`config.mk`:
```
export PLATFORM = sky130hd
export DESIGN_NAME = sd_spi_master
export DESIGN_NICKNAME = d
export VERILOG_FILES = /design/src/rtl/next186_sd_pkg.sv /design/src/rtl/sd_crc16_ser.sv /design/src/rtl/sd_spi_master.sv
export SDC_FILE = /design/constraint.sdc
export NUM_CORES = 1
export LEC_CHECK = 0
export BUFFER_PORTS_ARGS = -buffer_cell sky130_fd_sc_hd__clkbuf_2
export CAP_MARGIN = 20
export CORE_MARGIN = 4
export CORE_UTILIZATION = 35
export DETAILED_ROUTE_END_ITERATION = 10
export PLACE_DENSITY_LB_ADDON = 0.25
export SETUP_SLACK_MARGIN = 0.5
export SLEW_MARGIN = 10
export SYNTH_ARGS = -nofsm -noshare
export SYNTH_HDL_FRONTEND = slang
export SYNTH_SLANG_ARGS = --single-unit
export TNS_END_PERCENT = 20
```
`constraint.sdc`:
```
create_clock -name clk_sys -period 3.7 [get_ports clk_sys]
set_input_delay 0.185 -clock clk_sys [delete_from_list [all_inputs] [get_ports clk_sys]]
set_output_delay 0.185 -clock clk_sys [all_outputs]
set_load 0.02 [all_outputs]
```
`src/rtl/next186_sd_pkg.sv`:
```
// Shared types and constants for the Next186 SD card SPI master.
//   sd_spi_state_t : byte engine state (IDLE, LOW = SCK low phase, HIGH = SCK high phase)
//   CRC16_POLY     : CRC16-CCITT generator polynomial
//   CRC16_INIT     : CRC16 start / clear value
package next186_sd_pkg;

  typedef enum logic [1:0] {
    IDLE = 2'd0,
    LOW  = 2'd1,
    HIGH = 2'd2
  } sd_spi_state_t;

  localparam logic [15:0] CRC16_POLY = 16'h1021;
  localparam logic [15:0] CRC16_INIT = 16'h0000;

endpackage

```
`src/rtl/sd_crc16_ser.sv`:
```
// Bit-serial CRC16-CCITT (MSB first), one bit per enabled cycle.
// Ports:
//   clk   in   clock (rising edge)
//   rst_n in   asynchronous active-low reset, loads CRC16_INIT
//   clr   in   synchronous clear to CRC16_INIT, wins over en
//   en    in   shift din into the CRC this cycle
//   din   in   data bit
//   crc   out  current CRC value
module sd_crc16_ser
  import next186_sd_pkg::*;
(
  input  logic        clk,
  input  logic        rst_n,
  input  logic        clr,
  input  logic        en,
  input  logic        din,
  output logic [15:0] crc
);

  logic fb;

  assign fb = din ^ crc[15];

  always_ff @(posedge clk or negedge rst_n) begin
    if (!rst_n) begin
      crc <= CRC16_INIT;
    end else if (clr) begin
      crc <= CRC16_INIT;
    end else if (en) begin
      crc <= {crc[14:0], 1'b0} ^ (fb ? CRC16_POLY : 16'h0000);
    end
  end

endmodule

```
`src/rtl/sd_spi_master.sv`:
```
// SPI master (mode 0, MSB first, full duplex) for the Next186 SD card port.
// One byte is exchanged per tx_valid/tx_ready handshake; the SCK half period is
// cfg_div+1 clk_sys cycles, captured when the byte is accepted.
// Optional feature macro: SD_SPI_CRC16_EN adds a CRC16-CCITT over received bits.
// Ports:
//   clk_sys  in   system clock
//   reset_n  in   asynchronous active-low reset
//   cfg_div  in   SCK half-period minus one
//   cs_req   in   1 requests the card selected (sd_cs low)
//   tx_valid in   byte offered
//   tx_data  in   byte to send
//   tx_ready out  engine can accept a byte
//   rx_valid out  one-cycle pulse, received byte complete
//   rx_data  out  last received byte
//   busy     out  acceptance cycle through rx_valid cycle
//   sd_cs    out  card chip select, active low
//   sd_sck   out  SPI clock, idles low
//   sd_sdi   out  MOSI toward the card
//   sd_sdo   in   MISO from the card (already synchronised)
//   crc_clr  in   (SD_SPI_CRC16_EN) clear CRC while idle
//   crc_out  out  (SD_SPI_CRC16_EN) CRC16 of sampled MISO bits
module sd_spi_master
  import next186_sd_pkg::*;
#(
  parameter int unsigned DIV_W     = 8,
  parameter logic        IDLE_MOSI = 1'b1
) (
  input  logic             clk_sys,
  input  logic             reset_n,
  input  logic [DIV_W-1:0] cfg_div,
  input  logic             cs_req,
  input  logic             tx_valid,
  input  logic [7:0]       tx_data,
  output logic             tx_ready,
  output logic             rx_valid,
  output logic [7:0]       rx_data,
  output logic             busy,
  output logic             sd_cs,
  output logic             sd_sck,
  output logic             sd_sdi,
`ifdef SD_SPI_CRC16_EN
  input  logic             crc_clr,
  output logic [15:0]      crc_out,
`endif
  input  logic             sd_sdo
);

  sd_spi_state_t    state;
  logic [DIV_W-1:0] dcnt;
  logic [DIV_W-1:0] div_q;
  logic [2:0]       bcnt;
  logic [6:0]       tx_shift;  // bits still to send after the one on sd_sdi
  logic [7:0]       rx_shift;
  logic             accept;
  logic             phase_end;

  // The rx_valid cycle is spent in IDLE but must not accept, so the next byte
  // can start no earlier than one cycle later.
  assign tx_ready  = (state == IDLE) && !rx_valid;
  assign accept    = tx_valid && tx_ready;
  assign busy      = (state != IDLE) || rx_valid || accept;
  assign phase_end = (dcnt == div_q);

  always_ff @(posedge clk_sys or negedge reset_n) begin
    if (!reset_n) begin
      state    <= IDLE;
      dcnt     <= '0;
      div_q    <= '0;
      bcnt     <= 3'd0;
      tx_shift <= 7'd0;
      rx_shift <= 8'h00;
      rx_data  <= 8'h00;
      rx_valid <= 1'b0;
      sd_cs    <= 1'b1;
      sd_sck   <= 1'b0;
      sd_sdi   <= IDLE_MOSI;
    end else begin
      rx_valid <= 1'b0;
      case (state)
        IDLE: begin
          // Chip select only follows cs_req between bytes.
          sd_cs <= ~cs_req;
          if (accept) begin
            tx_shift <= tx_data[6:0];
            div_q    <= cfg_div;
            sd_sdi   <= tx_data[7];
            dcnt     <= '0;
            bcnt     <= 3'd7;
            state    <= LOW;
          end
        end
        LOW: begin
          if (phase_end) begin
            sd_sck   <= 1'b1;
            rx_shift <= {rx_shift[6:0], sd_sdo};
            dcnt     <= '0;
            state    <= HIGH;
          end else begin
            dcnt <= dcnt + DIV_W'(1);
          end
        end
        HIGH: begin
          if (phase_end) begin
            sd_sck <= 1'b0;
            dcnt   <= '0;
            if (bcnt == 3'd0) begin
              rx_data  <= rx_shift;
              rx_valid <= 1'b1;
              sd_sdi   <= IDLE_MOSI;
              state    <= IDLE;
            end else begin
              bcnt     <= bcnt - 3'd1;
              sd_sdi   <= tx_shift[6];
              tx_shift <= {tx_shift[5:0], 1'b0};
              state    <= LOW;
            end
          end else begin
            dcnt <= dcnt + DIV_W'(1);
          end
        end
        default: state <= IDLE;
      endcase
    end
  end

`ifdef SD_SPI_CRC16_EN
  // CRC sees exactly the bits shifted into rx_shift.
  sd_crc16_ser u_crc (
    .clk   (clk_sys),
    .rst_n (reset_n),
    .clr   (crc_clr && (state == IDLE)),
    .en    ((state == LOW) && phase_end),
    .din   (sd_sdo),
    .crc   (crc_out)
  );
`endif

endmodule

```
**After elaboration in Yosys (flattened, before gate mapping)**

Index checks and enable logic that the tools add are counted.

- Flip-flop bits (word level): 48
- Bits of input ports: 21
- Output and inout bits: 14

- $add $sub $neg: 2
- Equal/unequal tests: 7
- Multiplexer cells: 26
- Bitwise operators: 1
- Reductions and logical operators: 20

Operators with widths:

| kind | count |
|---|---|
| $mux 7 | 3 |
| $mux 8 | 2 |
| $pmux 8 s2 | 1 |
| $pmux 7 s2 | 1 |
| $reduce_and 3->1 | 4 |
| $mux 1 | 9 |
| $mux 3 | 3 |
| $add 8x1->8 const B | 1 |
| $eq 8x8->1 | 1 |
| $ne 2x2->1 const B | 4 |
| $reduce_bool 2->1 | 4 |
| $mux 2 | 3 |
| $pmux 2 s3 | 1 |
| $pmux 3 s2 | 1 |
| $reduce_and 2->1 | 3 |
| $pmux 1 s2 | 2 |
| $reduce_and 4->1 | 1 |
| $logic_not 3->1 | 1 |
| $sub 3x1->3 const B | 1 |
| $eq 2x1->1 const B | 1 |
| $eq 2x2->1 const B | 1 |
| $logic_and 1x1->1 | 2 |
| $logic_not 2->1 | 1 |
| $logic_or 1x1->1 | 2 |
| other kinds (3) | 3 |

**Depth between registers and ports, before layout**

Gate-level depths: netlist of the first run.

- Depth after elaboration: 5
- Gate-level depth with buffers: 8

**Worst setup path before layout of the first run**

Ideal clock, no wire load.

- Path kind: reg2reg
- From: register dcnt[5]
- To: register tx_shift[2]
- Setup time: 0.125 ns
- Arrival time: 1.886 ns
- Required time: 3.575 ns
- Path slack: 1.689 ns
- Stages on the path, launching flop included: 7
- Path buffers: 1
- Clock period less this slack: 2.011 ns
- Cell sequence: dfrtp_1 > xor2_1 > nor4_2 > nand2_2 > or3_1 > buf_6 > mux2_4

- Cells in the longest elaborated chain, start to end: 3

RTL lines:

| what | RTL line | source |
|---|---|---|
| start: declaration | sd_spi_master.sv:49 | `logic [DIV_W-1:0] dcnt;` |
| start signal: assignment | sd_spi_master.sv:99 | `dcnt <= dcnt + DIV_W'(1);` |
| start signal: assignment | sd_spi_master.sv:118 | `dcnt <= dcnt + DIV_W'(1);` |
| $eq 8x8->1 | sd_spi_master.sv:62 | `assign phase_end = (dcnt == div_q);` |
| $ne 2x2->1 (no line) | -- |  |
| $reduce_and 4->1 (no line) | -- |  |
| end signal: assignment | sd_spi_master.sv:84 | `tx_shift <= tx_data[6:0];` |
| end signal: assignment | sd_spi_master.sv:114 | `tx_shift <= {tx_shift[5:0], 1'b0};` |
| end: declaration | sd_spi_master.sv:52 | `logic [6:0] tx_shift;` |

No other way between the ends.
A chain may end at the register's enable or synchronous reset.

**Worst setup path after layout of the first run**

- From: register state[1]
- To: register tx_shift[2]

- Cells in the longest elaborated chain, start to end: 5
- Elaborated cells on any way between the ends: 10

RTL lines:

| what | RTL line | source |
|---|---|---|
| start: declaration | sd_spi_master.sv:48 | `sd_spi_state_t state;` |
| start signal: assignment | sd_spi_master.sv:66 | `state <= IDLE;` |
| start signal: assignment | sd_spi_master.sv:89 | `state <= LOW;` |
| start signal: assignment | sd_spi_master.sv:97 | `state <= HIGH;` |
| $logic_not 2->1 | sd_spi_master.sv:59, sd_spi_master.sv:79 |  |
| $logic_and 1x1->1 | sd_spi_master.sv:59 | `assign tx_ready = (state == IDLE) && !rx_valid;` |
| $logic_and 1x1->1 | sd_spi_master.sv:60 | `assign accept = tx_valid && tx_ready;` |
| $ne 2x2->1 (no line) | -- |  |
| $reduce_and 4->1 (no line) | -- |  |

Parallel ways exist; a longest one is shown, timed or not.

==> impl_metrics.py, run 1 <==
metrics = {
    "drt": {
        "vias_per_cell": 5.09,
        "wire_per_inst_um": 14.1,
        "initialDrtViolationCount": 107,
        "wl_um": 4460,
        "drcViolationCount": 0,
        "via_count": 1612,
        "ant_nets": 0,
        "first_pass_iters": 4,
    },
    "cells_and_area": {
        "diodes": 0,
        "synthToLayoutAreaGrowth_pct": 16.2,
        "nets": 268,
        "drive_gt1_share_pct": 35.8,
    },
    "global_route": {
        "grt_overflow_total": 0,
        "grt_max_degree": 49,
        "grt_pass1_vias": 1682,
        "antenna_found_initial": 0,
        "grt_pass1_wl_um": 8130,
        "track_usage_pct": 12.0,
    },
    "worst_setup_path": {
        "end_kind": "flip-flop",
        "max_stage_delay_ns": 0.54,
        "reg2reg_slack_ns": 1.22,
        "cp.arrival_ns": 2.68,
        "worstPathRequired_ns": 3.90,
        "rr_endpoint": "tx_shift[2]",
        "cp.buffers_inverters": 1,
        "worstSetupPathDepth": 6,
        "cp_max_fo": 11,
        "criticalPathCategory": "reg -> reg",
        "crit_family": "simple AND/OR/NAND/NOR gates",
        "cp_cell_sequence": "inv_1 -> ha_1 -> nand3b_1 -> nor2_1 -> mux2_2 -> mux2_4",
        "crit_slowest_cell": "nor2_1",
        "rr_worst_depth": 6,
        "start_kind": "flip-flop",
        "r2r-start": "state[1]",
    },
    "cts": {
        "clockBufferDepth": 2,
        "cts_tree": "yes",
        "clock_sinks": 48,
        "clk_pin_slew_worst_paths_ns": 0.10,
        "clock_latency_ns": 0.31,
        "cts_max_level": 2,
        "numCtsBuffers": 5,
        "clockRootBuffer": "clkbuf_8",
    },
    "sta": {
        "period_needed_ns": 2.48,
        "worst_pin_slew_ns": 0.954,
        "finalSetupViolCount": 0,
        "setup_ws_ns": 1.22,
        "slew_headroom_pct": 35.8,
        "post-route-period-util_pct": 67.0,
        "finalSetupTns_ns": 0,
        "max_freq_mhz": 403,
        "slew_viol_final": 0,
        "skew_ns": 0.00649,
        "grt_setup_unrepaired": "false",
        "report.final.hold_viol_count": 0,
    },
    "flow_run": {
        "max-cap-violations": 0,
    },
    "synthesis": {
        "ys_top_cells_by_area": "dfrtp_1 49%, mux2_2 13%, ha_1 4.3%",
        "synth_edf_count": 0,
        "yosysUniqueCellTypes": 32,
        "synth_common_cells": "46 x dfrtp_1, 28 x mux2_2, 19 x nand2_1",
        "synthCells": 201,
        "synth_nets": 230,
        "syn_area_per_cell_um2": 11.7,
        "ys.flop_type": "dfrtp_1",
        "ys.warnings.count": 0,
        "synth.largest_area_cell": "dfrtp_1",
        "synth-seq-area-share_pct": 51.2,
        "synth_seq_cells": 48,
        "syn_area_um2": 2350,
        "synth-async-reset-ratio_pct": 100,
        "synth.top_cell.area_share_pct": 49.0,
        "yosys.cell_count.top_type": "dfrtp_1",
    },
    "placement": {
        "place_ws_ns": 1.23,
        "port_buffers": 34,
        "gp_congestion": 0.733,
        "place_hpwl_um": 3230,
    },
    "worst_hold_path": {
        "worstHoldEndpoint": "sd_cs",
        "hp-class": "in -> reg",
        "worstHoldStart": "cs_req",
        "worst_hold_path.num_cells": 2,
    },
    "power": {
        "peakVddDrop_mv": 0.298,
        "cellPowerDensity_nw_per_um2": 684,
        "p_leak_nw": 1.33,
    },
    "die": {
        "initial_core_util_pct": 36.6,
        "die_area_um2": 8090,
        "core_um2": 6420,
        "rows": 29,
        "die_h_um": 89.9,
        "pin_count": 35,
        "fp.dieW_um": 89.9,
    },
    "run_status": {
        "status": "finished, final reports clean",
    },
}
-- power breakdown --
| part | total, mW | switching, mW | internal [mW] | leakage [nW] |
|---|---|---|---|---|
| Combinational | 0.663 | 0.362 | 0.301 | 0.665 |
| Sequential | 0.800 | 0.122 | 0.678 | 0.599 |
| Clock | 0.403 | 0.194 | 0.209 | 0.0607 |
-- layer usage --
layer	GRT usage, %	up-vias	share of wire [%]
met2	18.9	26	45
met3	2.25	4	3.3
met4	3.44	0	1.2
met1	16.9	783	50
met5	0	-	0
li1	-	799	-
-- metrics by stage --
step           cell area, um^2  cells  power (mW)  hold slack (ns)  utilization, %
6_report                  2730    317        1.87           0.0142            42.5
5_1_grt                   2730    317        2.02           0.0274            42.5
4_1_cts                   2730    317        1.89          0.00194            42.5
3_5_place_dp              2600    308        1.48            0.331            40.5
3_3_place_gp              2600    308        1.47            0.331            40.5
2_1_floorplan             2350    201        1.30           -0.111               -
-- cells in the final DEF (no fill, tap or decap), drive strengths merged, types with 2 or more instances in the layout --
| master | n |
|---|---|
| dfrtp | 46 |
| clkbuf | 39 |
| mux2 | 31 |
| nand2 | 21 |
| inv | 14 |
| o21ai | 10 |
| xor2 | 8 |
| nor2 | 8 |
| ha | 8 |
| mux2i | 6 |
| nand4 | 6 |
| nand3 | 5 |
| o311ai | 5 |
| a21oi | 4 |
| or3 | 3 |
| and2 | 3 |
| nor4 | 2 |
| o221a | 2 |
| a211oi | 2 |
| a32o | 2 |
| or2 | 2 |
| buf | 2 |
| dfstp | 2 |
| nor3 | 2 |
-- worst max-delay path by stage --
stage	from	endpoint	slack [ns]
floorplan	dcnt[5]	tx_shift[2]	1.69
finish	state[1]	tx_shift[2]	1.22
global route	state[0]	tx_shift[2]	0.99
detailed placement	state[1]	tx_shift[2]	1.23
CTS	state[1]	tx_shift[2]	1.20
global placement	dcnt[5]	tx_shift[3]	1.26
-- registers in the layout, indices dropped and copies added (netlist names) --
| register | flops |
|---|---|
| bcnt | 3 |
| dcnt | 8 |
| rx_shift | 8 |
| sd_cs | 1 |
| tx_shift | 7 |
| rx_data | 8 |
| state | 2 |
| div_q | 8 |
| sd_sck | 1 |
| rx_valid | 1 |
| sd_sdi | 1 |
-- cell families (layout without fill, tap and decap cells) --
kind of cell	Yosys count	count (layout)	share of synthesized area, %
simple gates	54	54	12.2
xor+xnor	8	8	2.98
compound gates	28	28	8.25
fa+ha+maj	8	8	4.26
buf+inv	18	57	3.19
flops	48	48	51.2
mux	37	37	17.9
-- area by class of cell --
cell class / count / area, um^2
sequential: 48 / 1200
fill: 595 / 3690
clock inverter: 3 / 50.0
multi-input combinational: 135 / 1070
clock buffer: 5 / 68.8
timing repair buffer: 37 / 195
inverter: 12 / 45.0
tap: 77 / 96.3
-- what timing repair did --
action | in CTS | in global routing
hold endpoints to repair | 46 | 0
hold buffers | 1 | 0
gates resized for setup | 0 | 0
setup buffers | 0 | 0
No activity file was read; power rests on OpenSTA's default activity.
==> run 2: changes to the inputs <==
clock period = 2.1 ns   (was 3.7 ns; I/O delays follow)
==> run 2 against run 1 <==
Compared with the run above: register-to-register slack lost 1.0 ns; setup slack worse by 1.0 ns; via count up 3.3%; non-clock buffer count increased by 24; fmax grew 29%; worst hold slack improved by 0.013 ns; cell count rose by 7.6%; highest routed layer unchanged.
==> impl_metrics.py, run 2 (synthesis gave the netlist of run 1 again) <==
metrics = {
    "run_status": {
        "status": "finished, final reports clean",
    },
    "power": {
        "pwr-share-seq_pct": 37.3,
        "p_total_mw": 3.67,
        "power.share.clock_pct": 21.7,
        "power_switching_mw": 1.26,
        "p_leak_nw": 1.47,
        "p_comb_share_pct": 41.0,
        "peakVddDrop_mv": 0.726,
        "switching_share_pct": 34.3,
        "cellPowerDensity_nw_per_um2": 1220,
        "p_int_mw": 2.41,
    },
    "placement": {
        "dpl_cell_area_um2": 2740,
        "place_hpwl_um": 3370,
        "gp_congestion": 0.806,
        "port_buffers": 34,
    },
    "sta": {
        "finalSetupTns_ns": 0,
        "slew_headroom_pct": 59.5,
        "report.final.hold_viol_count": 0,
        "slew_viol_final": 0,
        "post-route-period-util_pct": 91.8,
        "worst_pin_slew_ns": 0.607,
        "finalSetupViolCount": 0,
        "grt_setup_unrepaired": "true",
        "skew_ns": 0.0135,
        "period_needed_ns": 1.93,
        "max_freq_mhz": 519,
    },
    "drt": {
        "wl_met1_um": 2280,
        "initialDrtViolationCount": 38,
        "ant_nets": 0,
        "drcViolationCount": 0,
        "top_layer_used": "met4",
        "met3_length_um": 179,
        "via_count": 1666,
        "wl_um": 4640,
        "wire_per_inst_um": 13.6,
        "vias_per_cell": 4.89,
        "first_pass_iters": 4,
        "wl_met2_um": 2110,
    },
    "cells_and_area": {
        "mostFrequentLayoutCells": "46 x dfrtp_1, 34 x clkbuf_2, 25 x mux2_2",
        "drive_gt1_share_pct": 43.6,
        "diodes": 0,
        "nets": 292,
        "fill_cells": 586,
        "stdcell_area_um2": 3000,
        "synthToLayoutAreaGrowth_pct": 27.8,
        "layout_commonest_cell": "dfrtp_1",
    },
    "global_route": {
        "grt_max_degree": 49,
        "grt_pass1_wl_um": 8400,
        "track_usage_pct": 12.6,
        "antenna_found_initial": 0,
        "grt_pass1_vias": 1742,
        "grt_overflow_total": 0,
    },
    "worst_setup_path": {
        "crit_path_frequent_cell": "buf_6",
        "crit_family": "buffers and inverters",
        "criticalPathCategory": "reg -> reg",
        "cp.arrival_ns": 2.12,
        "crit_slowest_cell": "dfrtp_1",
        "cp_cell_sequence": "xor2_1 -> nor4_2 -> buf_4 -> nand2_2 -> buf_6 -> nor3_4 -> buf_6 -> mux2_2",
        "max_stage_delay_ns": 0.40,
        "cp_max_fo": 9,
        "end_kind": "flip-flop",
        "worstPathRequired_ns": 2.29,
        "start_kind": "flip-flop",
        "cp.buffers_inverters": 3,
    },
    "cts": {
        "clockRootBuffer": "clkbuf_8",
        "clockBufferDepth": 2,
        "numCtsBuffers": 5,
        "cts_max_level": 2,
        "clk_pin_slew_worst_paths_ns": 0.09,
        "clock_latency_ns": 0.30,
        "cts_tree": "yes",
        "clock_sinks": 48,
    },
    "die": {
        "rows": 29,
        "fp.dieW_um": 89.9,
        "initial_core_util_pct": 36.6,
        "pin_count": 35,
        "die_h_um": 89.9,
        "core_um2": 6420,
        "die_area_um2": 8090,
    },
    "worst_hold_path": {
        "hp-class": "in -> reg",
    },
    "flow_run": {
        "max-cap-violations": 0,
    },
}
==> run 2: cell types whose count changed in the layout (fill, tap and decap cells not counted), sizes merged <==
cell         delta
inv             -1
buf            +23
bufinv          +1
dlygate4sd3     +1
==> run 2: metrics by stage <==
stage / util [%] / worst slack [ns] / hold WS [ns] / std cells
after global placement: 42.6 / 0.0418 / 0.249 / 324
final: 46.8 / 0.172 / 0.0275 / 341
after floorplan: - / 0.150 / -0.191 / 201
after global routing: 46.8 / 0.0466 / 0.0282 / 341
after CTS: 46.8 / 0.166 / 0.0193 / 341
after detailed placement: 42.6 / 0.0613 / 0.247 / 324
==> run 2: final timing paths <==
kind	start	to	slack, ns	cells past startpoint
max	div_q[7]	rx_data[4]	0.17	8
min	cfg_div[7]	div_q[7]	0.03	2
max reg2reg	div_q[7]	rx_data[4]	0.17	8
min reg2reg	bcnt[0]	bcnt[0]	0.49	1
max in group asynchronous	reset_n	sd_sck	1.25	3
min in group asynchronous	reset_n	div_q[1]	0.42	3
==> run 2: final cells by class <==
type	count	area (um^2)	area share, %
Multi-Input combinational cell	135	1130	37.7
Timing Repair Buffer	61	389	13.0
Inverter	12	45.0	1.50
Tap cell	77	96.3	3.21
Clock buffer	5	68.8	2.29
Clock inverter	3	68.8	2.29
Sequential cell	48	1200	40.1
==> run 2: timing repair <==
action | CTS | global route
resized for setup | 13 | 1
setup buffers | 7 | 0
hold buffers | 2 | 0
setup endpoints to repair | 45 | 49
endpoints found under the hold margin | 47 | 0
pin swaps | 6 | 0
==> run 2: worst register-to-register path: stages (launching register included) <==
cell,delay [ns]
dfrtp_1,0.40
xor2_1,0.17
nor4_2,0.26
buf_4,0.16
nand2_2,0.06
buf_6,0.14
nor3_4,0.12
buf_6,0.18
mux2_2,0.34
==> run 2: routing by layer <==
| metal | vias to the layer above | global-route usage, % |
|---|---|---|
| met5 | - | 0 |
| met4 | 0 | 4.21 |
| met3 | 5 | 2.75 |
| met2 | 27 | 19.2 |
| met1 | 793 | 17.8 |
| li1 | 841 | - |
==> run 2: power by group through the flow <==
stage	clock [mW]	combinational [mW]	sequential [mW]
after floorplan	0	0.900	1.40
after global placement	0	1.33	1.40
after detailed placement	0	1.35	1.40
after CTS	0.824	1.52	1.37
after global routing	0.857	1.69	1.41
final	0.797	1.50	1.37
